[src/rtl/dma_bus_arbiter_if.sv]
// Bus request/grant handshake between the CPU-side arbiter, the CPU and the DMA controller.
// The slave modport is the arbiter's view; the master modport is the view of whoever drives it.
interface dma_bus_arbiter_if;
  logic dma_start;
  logic cpu_mem_busy;
  logic BR;
  logic cmd;
  logic BG;
  logic cpu_stall;
  logic dma_busy;
  logic dma_done;
  logic dma_error;

  modport slave (
    input  dma_start, cpu_mem_busy, BR,
    output cmd, BG, cpu_stall, dma_busy, dma_done, dma_error
  );

  modport master (
    output dma_start, cpu_mem_busy, BR,
    input  cmd, BG, cpu_stall, dma_busy, dma_done, dma_error
  );
endinterface

[src/rtl/dma_bus_arbiter.sv]
// CPU-side bus owner for the DMA BR/BG handshake: commands the DMA, grants the bus, reclaims it.
// Optional macro ARB_STARVE_GUARD_EN holds off re-granting for MIN_CPU_CYCLES after each release.
module dma_bus_arbiter #(
  parameter int unsigned GRANT_TIMEOUT  = 32,
  parameter int unsigned MIN_CPU_CYCLES = 4
) (
  input  logic               CLK,
  input  logic               reset_n,
  dma_bus_arbiter_if.slave   bus
);

  typedef enum logic [2:0] {
    S_IDLE,
    S_CMD,
    S_DRAIN,
    S_GRANT,
    S_RELEASE
  } state_t;

  localparam logic [7:0] TIMEOUT_LAST = 8'(GRANT_TIMEOUT - 1);

  if (GRANT_TIMEOUT < 13 || GRANT_TIMEOUT > 255 || MIN_CPU_CYCLES > 255) begin : g_param_check
    $error("dma_bus_arbiter: GRANT_TIMEOUT or MIN_CPU_CYCLES out of range");
  end

  state_t     r_state;
  logic [7:0] r_grant_cnt;
  logic       r_cmd;
  logic       r_bg;
  logic       r_stall;
  logic       r_busy;
  logic       r_done;
  logic       r_error;
  logic       w_guard_clear;

`ifdef ARB_STARVE_GUARD_EN
  localparam logic [7:0] GUARD_LOAD = 8'(MIN_CPU_CYCLES);

  logic [7:0] r_guard_cnt;

  // Reload on the release cycle; count down on every edge the CPU owns the bus.
  always_ff @(posedge CLK or negedge reset_n) begin
    if (!reset_n) begin
      r_guard_cnt <= '0;
    end else if (r_state == S_RELEASE) begin
      r_guard_cnt <= GUARD_LOAD;
    end else if (r_state != S_GRANT && r_guard_cnt != 8'd0) begin
      r_guard_cnt <= r_guard_cnt - 8'd1;
    end
  end

  assign w_guard_clear = (r_guard_cnt == 8'd0);
`else
  assign w_guard_clear = 1'b1;
`endif

  always_ff @(posedge CLK or negedge reset_n) begin
    if (!reset_n) begin
      r_state     <= S_IDLE;
      r_grant_cnt <= '0;
      r_cmd       <= 1'b0;
      r_bg        <= 1'b0;
      r_stall     <= 1'b0;
      r_busy      <= 1'b0;
      r_done      <= 1'b0;
      r_error     <= 1'b0;
    end else begin
      r_done <= 1'b0;
      case (r_state)
        S_IDLE: begin
          if (bus.dma_start) begin
            r_state <= S_CMD;
            r_cmd   <= 1'b1;
            r_busy  <= 1'b1;
            r_error <= 1'b0;
          end
        end

        S_CMD: begin
          if (bus.BR && w_guard_clear) begin
            r_stall <= 1'b1;
            if (bus.cpu_mem_busy) begin
              r_state <= S_DRAIN;
            end else begin
              r_state     <= S_GRANT;
              r_bg        <= 1'b1;
              r_grant_cnt <= '0;
            end
          end
        end

        S_DRAIN: begin
          if (!bus.cpu_mem_busy) begin
            r_state     <= S_GRANT;
            r_bg        <= 1'b1;
            r_grant_cnt <= '0;
          end
        end

        S_GRANT: begin
          // A BR drop on the timeout edge is still a clean completion.
          if (!bus.BR || r_grant_cnt == TIMEOUT_LAST) begin
            r_state <= S_RELEASE;
            r_bg    <= 1'b0;
            r_cmd   <= 1'b0;
            r_stall <= 1'b0;
            r_done  <= 1'b1;
            if (bus.BR) begin
              r_error <= 1'b1;
            end
          end else begin
            r_grant_cnt <= r_grant_cnt + 8'd1;
          end
        end

        S_RELEASE: begin
          r_state <= S_IDLE;
          r_busy  <= 1'b0;
        end

        default: begin
          r_state <= S_IDLE;
          r_cmd   <= 1'b0;
          r_bg    <= 1'b0;
          r_stall <= 1'b0;
          r_busy  <= 1'b0;
        end
      endcase
    end
  end

  assign bus.cmd       = r_cmd;
  assign bus.BG        = r_bg;
  assign bus.cpu_stall = r_stall;
  assign bus.dma_busy  = r_busy;
  assign bus.dma_done  = r_done;
  assign bus.dma_error = r_error;

endmodule

[src/flat_wrapper.sv]
// flat-port wrapper written by rule: the top's interface ports become plain ports
module dma_bus_arbiter_flat 
#(
  parameter int unsigned GRANT_TIMEOUT  = 32,
  parameter int unsigned MIN_CPU_CYCLES = 4
)
  (CLK, reset_n, bus_dma_start, bus_cpu_mem_busy, bus_BR, bus_cmd, bus_BG, bus_cpu_stall, bus_dma_busy, bus_dma_done, bus_dma_error);
  dma_bus_arbiter_if bus_i ();
  input  logic CLK;
  input  logic reset_n;
  input wire logic [$bits(bus_i.dma_start)-1:0] bus_dma_start;
  input wire logic [$bits(bus_i.cpu_mem_busy)-1:0] bus_cpu_mem_busy;
  input wire logic [$bits(bus_i.BR)-1:0] bus_BR;
  output wire logic [$bits(bus_i.cmd)-1:0] bus_cmd;
  output wire logic [$bits(bus_i.BG)-1:0] bus_BG;
  output wire logic [$bits(bus_i.cpu_stall)-1:0] bus_cpu_stall;
  output wire logic [$bits(bus_i.dma_busy)-1:0] bus_dma_busy;
  output wire logic [$bits(bus_i.dma_done)-1:0] bus_dma_done;
  output wire logic [$bits(bus_i.dma_error)-1:0] bus_dma_error;
  assign bus_i.dma_start = bus_dma_start;
  assign bus_i.cpu_mem_busy = bus_cpu_mem_busy;
  assign bus_i.BR = bus_BR;
  assign bus_cmd = bus_i.cmd;
  assign bus_BG = bus_i.BG;
  assign bus_cpu_stall = bus_i.cpu_stall;
  assign bus_dma_busy = bus_i.dma_busy;
  assign bus_dma_done = bus_i.dma_done;
  assign bus_dma_error = bus_i.dma_error;
  dma_bus_arbiter #(.GRANT_TIMEOUT(GRANT_TIMEOUT), .MIN_CPU_CYCLES(MIN_CPU_CYCLES)) u_core (.CLK(CLK), .reset_n(reset_n), .bus(bus_i));
endmodule
[config.mk]
export PLATFORM = sky130hd
export DESIGN_NAME = dma_bus_arbiter_flat
export DESIGN_NICKNAME = d
export VERILOG_FILES = /design/src/rtl/dma_bus_arbiter_if.sv /design/src/rtl/dma_bus_arbiter.sv /design/src/flat_wrapper.sv
export SDC_FILE = /design/constraint.sdc
export NUM_CORES = 1
export LEC_CHECK = 0
export BUFFER_PORTS_ARGS = -buffer_cell sky130_fd_sc_hd__buf_2
export CAP_MARGIN = 20
export CORE_MARGIN = 4
export CORE_UTILIZATION = 45
export DETAILED_ROUTE_END_ITERATION = 7
export GPL_TIMING_DRIVEN = 1
export PLACE_DENSITY = 0.6
export RECOVER_POWER = 25
export SYNTH_ARGS = -nofsm -noshare
export SYNTH_HDL_FRONTEND = slang
export SYNTH_SLANG_ARGS = --single-unit
[constraint.sdc]
create_clock -name CLK -period 3.8 [get_ports CLK]
set_input_delay 0.57 -clock CLK [delete_from_list [all_inputs] [get_ports CLK]]
set_output_delay 0.57 -clock CLK [all_outputs]
set_load 0.01 [all_outputs]
==> results of run 1 <==
## metal layers
layer | wire (um) | GRT usage
met5 | 0 | 0
met4 | 15 | 0.06383
met1 | 872 | 0.2086
met3 | 64 | 0.02564
met2 | 719 | 0.1880
## state kept, by name, summed over array words and instances, names as in the netlist
register	count
u_core.bus.BG	1
u_core.bus.cmd	1
u_core.bus.dma_busy	1
u_core.r_grant_cnt	8
u_core.bus.dma_error	1
u_core.bus.dma_done	1
u_core.r_state	3
u_core.bus.cpu_stall	1
## layout make-up
cell class	count	area (sq um)	area share
clock buffer	4	26.28	0.02675
inverter	5	18.77	0.01911
multi-input combinational	63	431.7	0.4395
sequential	17	425.4	0.4331
tap	25	31.28	0.03185
timing repair buffer	10	48.80	0.04968
## how the worst max path moves through the flow
stage / slack [ns] / endpoint / start
6_report: 1.90 / u_core.r_grant_cnt[7] / u_core.r_state[0]
5_1_grt: 1.74 / u_core.r_grant_cnt[3] / u_core.r_state[0]
4_1_cts: 1.92 / u_core.r_grant_cnt[7] / u_core.r_grant_cnt[0]
3_5_place_dp: 1.76 / u_core.r_grant_cnt[7] / bus_BR
3_3_place_gp: 1.87 / u_core.r_grant_cnt[7] / bus_BR
2_1_floorplan: 2.06 / u_core.r_grant_cnt[3] / bus_BR
## cells by family (layout without fill, tap and decap cells)
kind of cell    Yosys count  count (layout)  synth area share
mux                       1               1           0.01252
fa+ha+maj                 1               1           0.01391
flops                    17              17            0.4729
simple gates             30              30            0.2003
buf+inv                  10              19           0.04729
compound gates           31              31            0.2531
## cell usage after synthesis (2+ instances only)
library cell	instances
a211o_1	4
a21o_1	3
and3_1	4
a21oi_1	5
inv_1	5
or3_1	2
o21a_1	2
clkbuf_1	3
nand3_1	2
nand2_1	4
nor2_1	4
o21ai_0	4
nor3_1	4
dfrtp_1	17
nand2b_1	3
## per-stage QoR
| step | setup slack (ns) | total power [uW] |
|---|---|---|
| 2_1_floorplan | 2.059 | 456.4 |
| 3_3_place_gp | 1.868 | 515.1 |
| 3_5_place_dp | 1.762 | 520.8 |
| 4_1_cts | 1.924 | 619.1 |
| 5_1_grt | 1.741 | 667.3 |
| 6_report | 1.897 | 608.9 |
## report_power, final
| group | switching, uW | total [uW] | internal [uW] |
|---|---|---|---|
| logic | 120 | 228 | 107 |
| clock network | 53.6 | 94.4 | 40.7 |
| registers | 55.4 | 287 | 232 |
==> results.py, run 1 <==
metrics = {
    "timing": {
        "slew-limit-headroom": 0.4045,
        "fin_crit_ns": 1.903,
        "hold_viol": 0,
        "fin_crit_sh": 0.5007,
        "clock_skew_ns": 0.002216,
        "max_freq_mhz": 525.5,
        "worst_slew_pin_slew_ns": 0.8933,
        "rsz0062_at_grt": "false",
        "fin_setup_tns_ns": 0,
        "maxSlewViolCount": 0,
        "finalHoldWorstSlack_ns": 0.3770,
        "setup_viol": 0,
    },
    "yosys": {
        "synthTopCellsByArea": "dfrtp_1 47%, a211o_1 3.9%, a21oi_1 2.8%",
        "ys.warnings.count": 0,
        "syn_area_per_cell_sq_um": 9.996,
        "yosysSeqAreaShare": 0.4729,
        "ys.flop_type": "dfrtp_1",
        "synth-edff-count": 0,
        "synthesis.nets": 96,
        "synthDistinctLibCells": 39,
        "yosysTopAreaCell": "dfrtp_1",
        "async_flop_share": 1.000,
        "synth.ff_latch_count": 17,
        "synthCells": 90,
        "syn_area_sq_um": 899.6,
        "synth_top_area_frac": 0.4729,
    },
    "worst_setup_path": {
        "slowest_delay_ns": 0.54,
        "path_buf_inv": 0,
        "crit_path_top_delay_cell": "dfrtp_1",
        "crit_chain": "nand2_1 > o32ai_1 > o21ai_1 > a211o_1",
        "rr_endpoint": "u_core.r_grant_cnt[7]",
        "critical_path_class": "reg2reg",
        "end_kind": "flop",
        "cp_max_fo": 11,
        "path_delay_family": "compound AO/OA/AOI/OAI gates",
        "arrival_ns": 2.08,
        "crit_cells": 4,
        "worst_r2r_startpoint": "u_core.r_state[0]",
        "worstPathRequired_ns": 3.98,
        "reg2reg_depth": 4,
        "rrSetupSlack_ns": 1.90,
        "worst_setup_path_start_kind": "flop",
    },
    "power": {
        "vdd_drop_max_uv": 325.3,
        "power.density_nw_per_um2": 620.0,
        "p_leak_uw": 0.0004753,
    },
    "place": {
        "place_area_sq_um": 957.2,
        "place_inst": 120,
        "port_buffers": 10,
        "place_hpwl_um": 1234,
        "gp_congestion": 0.7607,
    },
    "global_route": {
        "grt_usage": 0.1387,
        "grt_start_max_net_pins": 18,
        "grt_antenna_before_repair": 0,
        "grt_first_pass_wirelength_um": 2801,
        "overflow": 0,
        "grt_pass1_vias": 597,
    },
    "cts": {
        "clkTransAtPathRegs_ns": 0.09,
        "cts.repair.resized": 0,
        "cts_setup_buffers": 0,
        "cts_hold_buf": 0,
        "numCtsBuffers": 3,
        "htree_levels": 1,
        "clk_path_buf_depth": 2,
        "tritoncts": "built",
        "clk_latency_ns": 0.28,
        "cts.sink_count": 17,
        "cts_root_buf": "clkbuf_4",
    },
    "floorplan": {
        "io_pins": 11,
        "core-area_sq_um": 1802,
        "core.rowCount": 15,
        "fp.dieH_um": 52.71,
        "die_area_sq_um": 2778,
        "die_w_um": 52.71,
        "start_util": 0.4993,
    },
    "layout": {
        "drive_gt1_frac": 0.1616,
        "area_growth_pct": 9.179,
        "final_core_util": 0.5451,
        "final_cells": 124,
        "final_nets": 106,
        "fin_area_sq_um": 982.2,
        "layout_common_cells": "17 x dfrtp_1, 9 x buf_2, 5 x inv_1, 5 x a21oi_1",
        "layout_commonest_cell": "dfrtp_1",
        "fillers": 173,
        "antenna_cells": 0,
    },
    "route": {
        "dr.pass1.iters": 4,
        "wl_per_cell_um": 13.48,
        "via_per_inst": 5.710,
        "wl_um": 1672,
        "num_vias": 708,
        "drc": 0,
        "final_antenna_net_count": 0,
        "first_iter_violations": 11,
    },
    "min_path": {
        "hold_path.class": "in2async",
    },
    "status": {
        "outcome": "completed",
    },
    "flow_run": {
        "cap_violations": 0,
    },
}
No activity file was read; power rests on OpenSTA's default activity.
==> run 2: changes to the inputs <==
==> constraint.sdc (replaced) <==
create_clock -name CLK -period 2 [get_ports CLK]
set_input_delay 0.3 -clock CLK [delete_from_list [all_inputs] [get_ports CLK]]
set_output_delay 0.3 -clock CLK [all_outputs]
set_load 0.01 [all_outputs]
==> results.py, run 2 (synthesis gave the netlist of run 1 again) <==
metrics = {
    "global_route": {
        "grt_antenna_before_repair": 0,
        "grt_first_pass_wirelength_um": 2980,
        "overflow": 0,
        "grt_start_max_net_pins": 18,
        "grt_usage": 0.1481,
        "grt_pass1_vias": 662,
    },
    "power": {
        "power.clock.fraction": 0.155,
        "seq_power_share": 0.439,
        "switching_share": 0.3749,
        "vdd_drop_max_uv": 778.3,
        "internal_power_uw": 746.8,
        "power_frac_comb": 0.406,
        "p_leak_uw": 0.0004944,
        "power.density_nw_per_um2": 1177,
        "switching_power_uw": 447.9,
    },
    "layout": {
        "layout_common_cells": "17 x dfrtp_1, 9 x buf_2, 5 x inv_1, 5 x a21oi_1",
        "antenna_cells": 0,
        "largest_register_ffs": 8,
        "final_nets": 110,
        "drive_gt1_frac": 0.1845,
        "layout_commonest_cell": "dfrtp_1",
        "reg_top3": "u_core.r_grant_cnt: 8 flops, u_core.r_state: 3 flops",
        "fin_area_sq_um": 1015,
        "area_growth_pct": 12.80,
        "largest-register": "u_core.r_grant_cnt",
    },
    "place": {
        "place_area_sq_um": 979.7,
        "port_buffers": 10,
        "place_hpwl_um": 1289,
        "gp_congestion": 0.8641,
    },
    "cts": {
        "cts.sink_count": 17,
        "clkTransAtPathRegs_ns": 0.10,
        "cts_setup_buffers": 0,
        "clk_latency_ns": 0.29,
        "clk_path_buf_depth": 2,
        "htree_levels": 1,
        "cts.repair.resized": 0,
        "tritoncts": "built",
        "cts_hold_buf": 1,
        "cts_root_buf": "clkbuf_4",
        "numCtsBuffers": 3,
    },
    "min_path": {
        "whs_path_depth": 3,
        "min_to": "u_core.r_state[0]",
        "hold_path.class": "in2reg",
        "hp-start": "bus_dma_start",
    },
    "status": {
        "outcome": "completed",
    },
    "route": {
        "drc": 0,
        "num_vias": 727,
        "wl_per_cell_um": 13.78,
        "wl_um": 1764,
        "via_per_inst": 5.680,
        "final_antenna_net_count": 0,
        "first_iter_violations": 22,
        "dr.pass1.iters": 5,
    },
    "timing": {
        "fin_crit_ns": 1.758,
        "fin_crit_sh": 0.8790,
        "fin_setup_tns_ns": 0,
        "clock_skew_ns": 0.004855,
        "max_freq_mhz": 568.8,
        "rsz0062_at_grt": "false",
        "maxSlewViolCount": 0,
        "setup_viol": 0,
        "hold_viol": 0,
        "worst_slew_pin_slew_ns": 0.8917,
        "slew-limit-headroom": 0.4055,
    },
    "worst_setup_path": {
        "crit_path_frequent_cell": "a211o_1",
        "critical_path_class": "reg2reg",
        "rr_endpoint": "u_core.r_grant_cnt[7]",
        "rrSetupSlack_ns": 0.24,
        "slowest_delay_ns": 0.41,
        "worstPathRequired_ns": 2.23,
        "crit_path_top_delay_cell": "dfrtp_1",
        "worst_r2r_startpoint": "u_core.r_grant_cnt[0]",
        "reg2reg_depth": 5,
        "startpoint": "u_core.r_grant_cnt[0]",
        "path_delay_family": "simple AND/OR/NAND/NOR gates",
        "arrival_ns": 1.99,
        "cp_max_fo": 8,
        "crit_chain": "ha_1 > and3_1 > a211o_1 > nor4_1 > a211o_1",
        "worst_setup_path_start_kind": "flop",
        "path_buf_inv": 0,
        "end_kind": "flop",
    },
    "flow_run": {
        "cap_violations": 0,
    },
    "floorplan": {
        "start_util": 0.4993,
        "core.rowCount": 15,
        "io_pins": 11,
        "fp.dieH_um": 52.71,
        "core-area_sq_um": 1802,
        "die_area_sq_um": 2778,
        "die_w_um": 52.71,
    },
}
-- run 2: tightest hold or removal path, delay by kind of cell --
| family | cells | cell delay (ns) |
|---|---|---|
| AOI/OAI and AO/OA | 1 | 0.10 |
| buffers and inverters | 1 | 0.10 |
| and+or+nand+nor | 1 | 0.09 |
-- run 2: final cells by class --
class,count,area (sq um)
flip-flops and latches,17,425.4
well taps,25,31.28
fillers,178,787.0
clock buffers,4,26.28
repair buffers,14,81.33
multi-input cells,63,431.7
inverters,5,18.77
-- run 2: per-stage QoR --
step / cells / hold WS, ns / util / total power, uW / worst slack, ns
final: 128 / 0.3425 / 0.5632 / 1195 / 0.2419
after global placement: 123 / 0.2401 / 0.5438 / 1011 / 0.2503
after global routing: 128 / 0.3441 / 0.5632 / 1293 / 0.1252
after detailed placement: 123 / 0.2433 / 0.5438 / 1017 / 0.2507
after CTS: 128 / 0.3342 / 0.5639 / 1205 / 0.2396
after floorplan: 90 / 0.004409 / - / 867.2 / 0.2861
-- run 2: power groups by stage --
stage	Combinational, uW	Sequential (uW)	Clock [uW]
4_1_cts	488	526	191
3_5_place_dp	484	533	0
3_3_place_gp	481	530	0
2_1_floorplan	345	523	0
5_1_grt	546	543	204
6_report	485	525	185
-- run 2: how the worst max path moves through the flow --
stage | cells past startpoint | slack [ns] | end
finish | 5 | 0.24 | u_core.r_grant_cnt[7]
global route | 5 | 0.13 | u_core.r_grant_cnt[7]
CTS | 5 | 0.24 | u_core.r_grant_cnt[7]
detailed placement | 5 | 0.25 | u_core.r_grant_cnt[7]
global placement | 4 | 0.25 | u_core.bus.cpu_stall
floorplan | 6 | 0.29 | u_core.r_grant_cnt[3]
-- run 2: per-layer routing --
metal / global-route usage / wire [um] / up-vias
met5: 0 / 0 / -
met4: 0.06383 / 14 / 0
met3: 0.02564 / 63 / 2
met2: 0.2128 / 764 / 15
met1: 0.2144 / 921 / 347
li1: - / - / 363
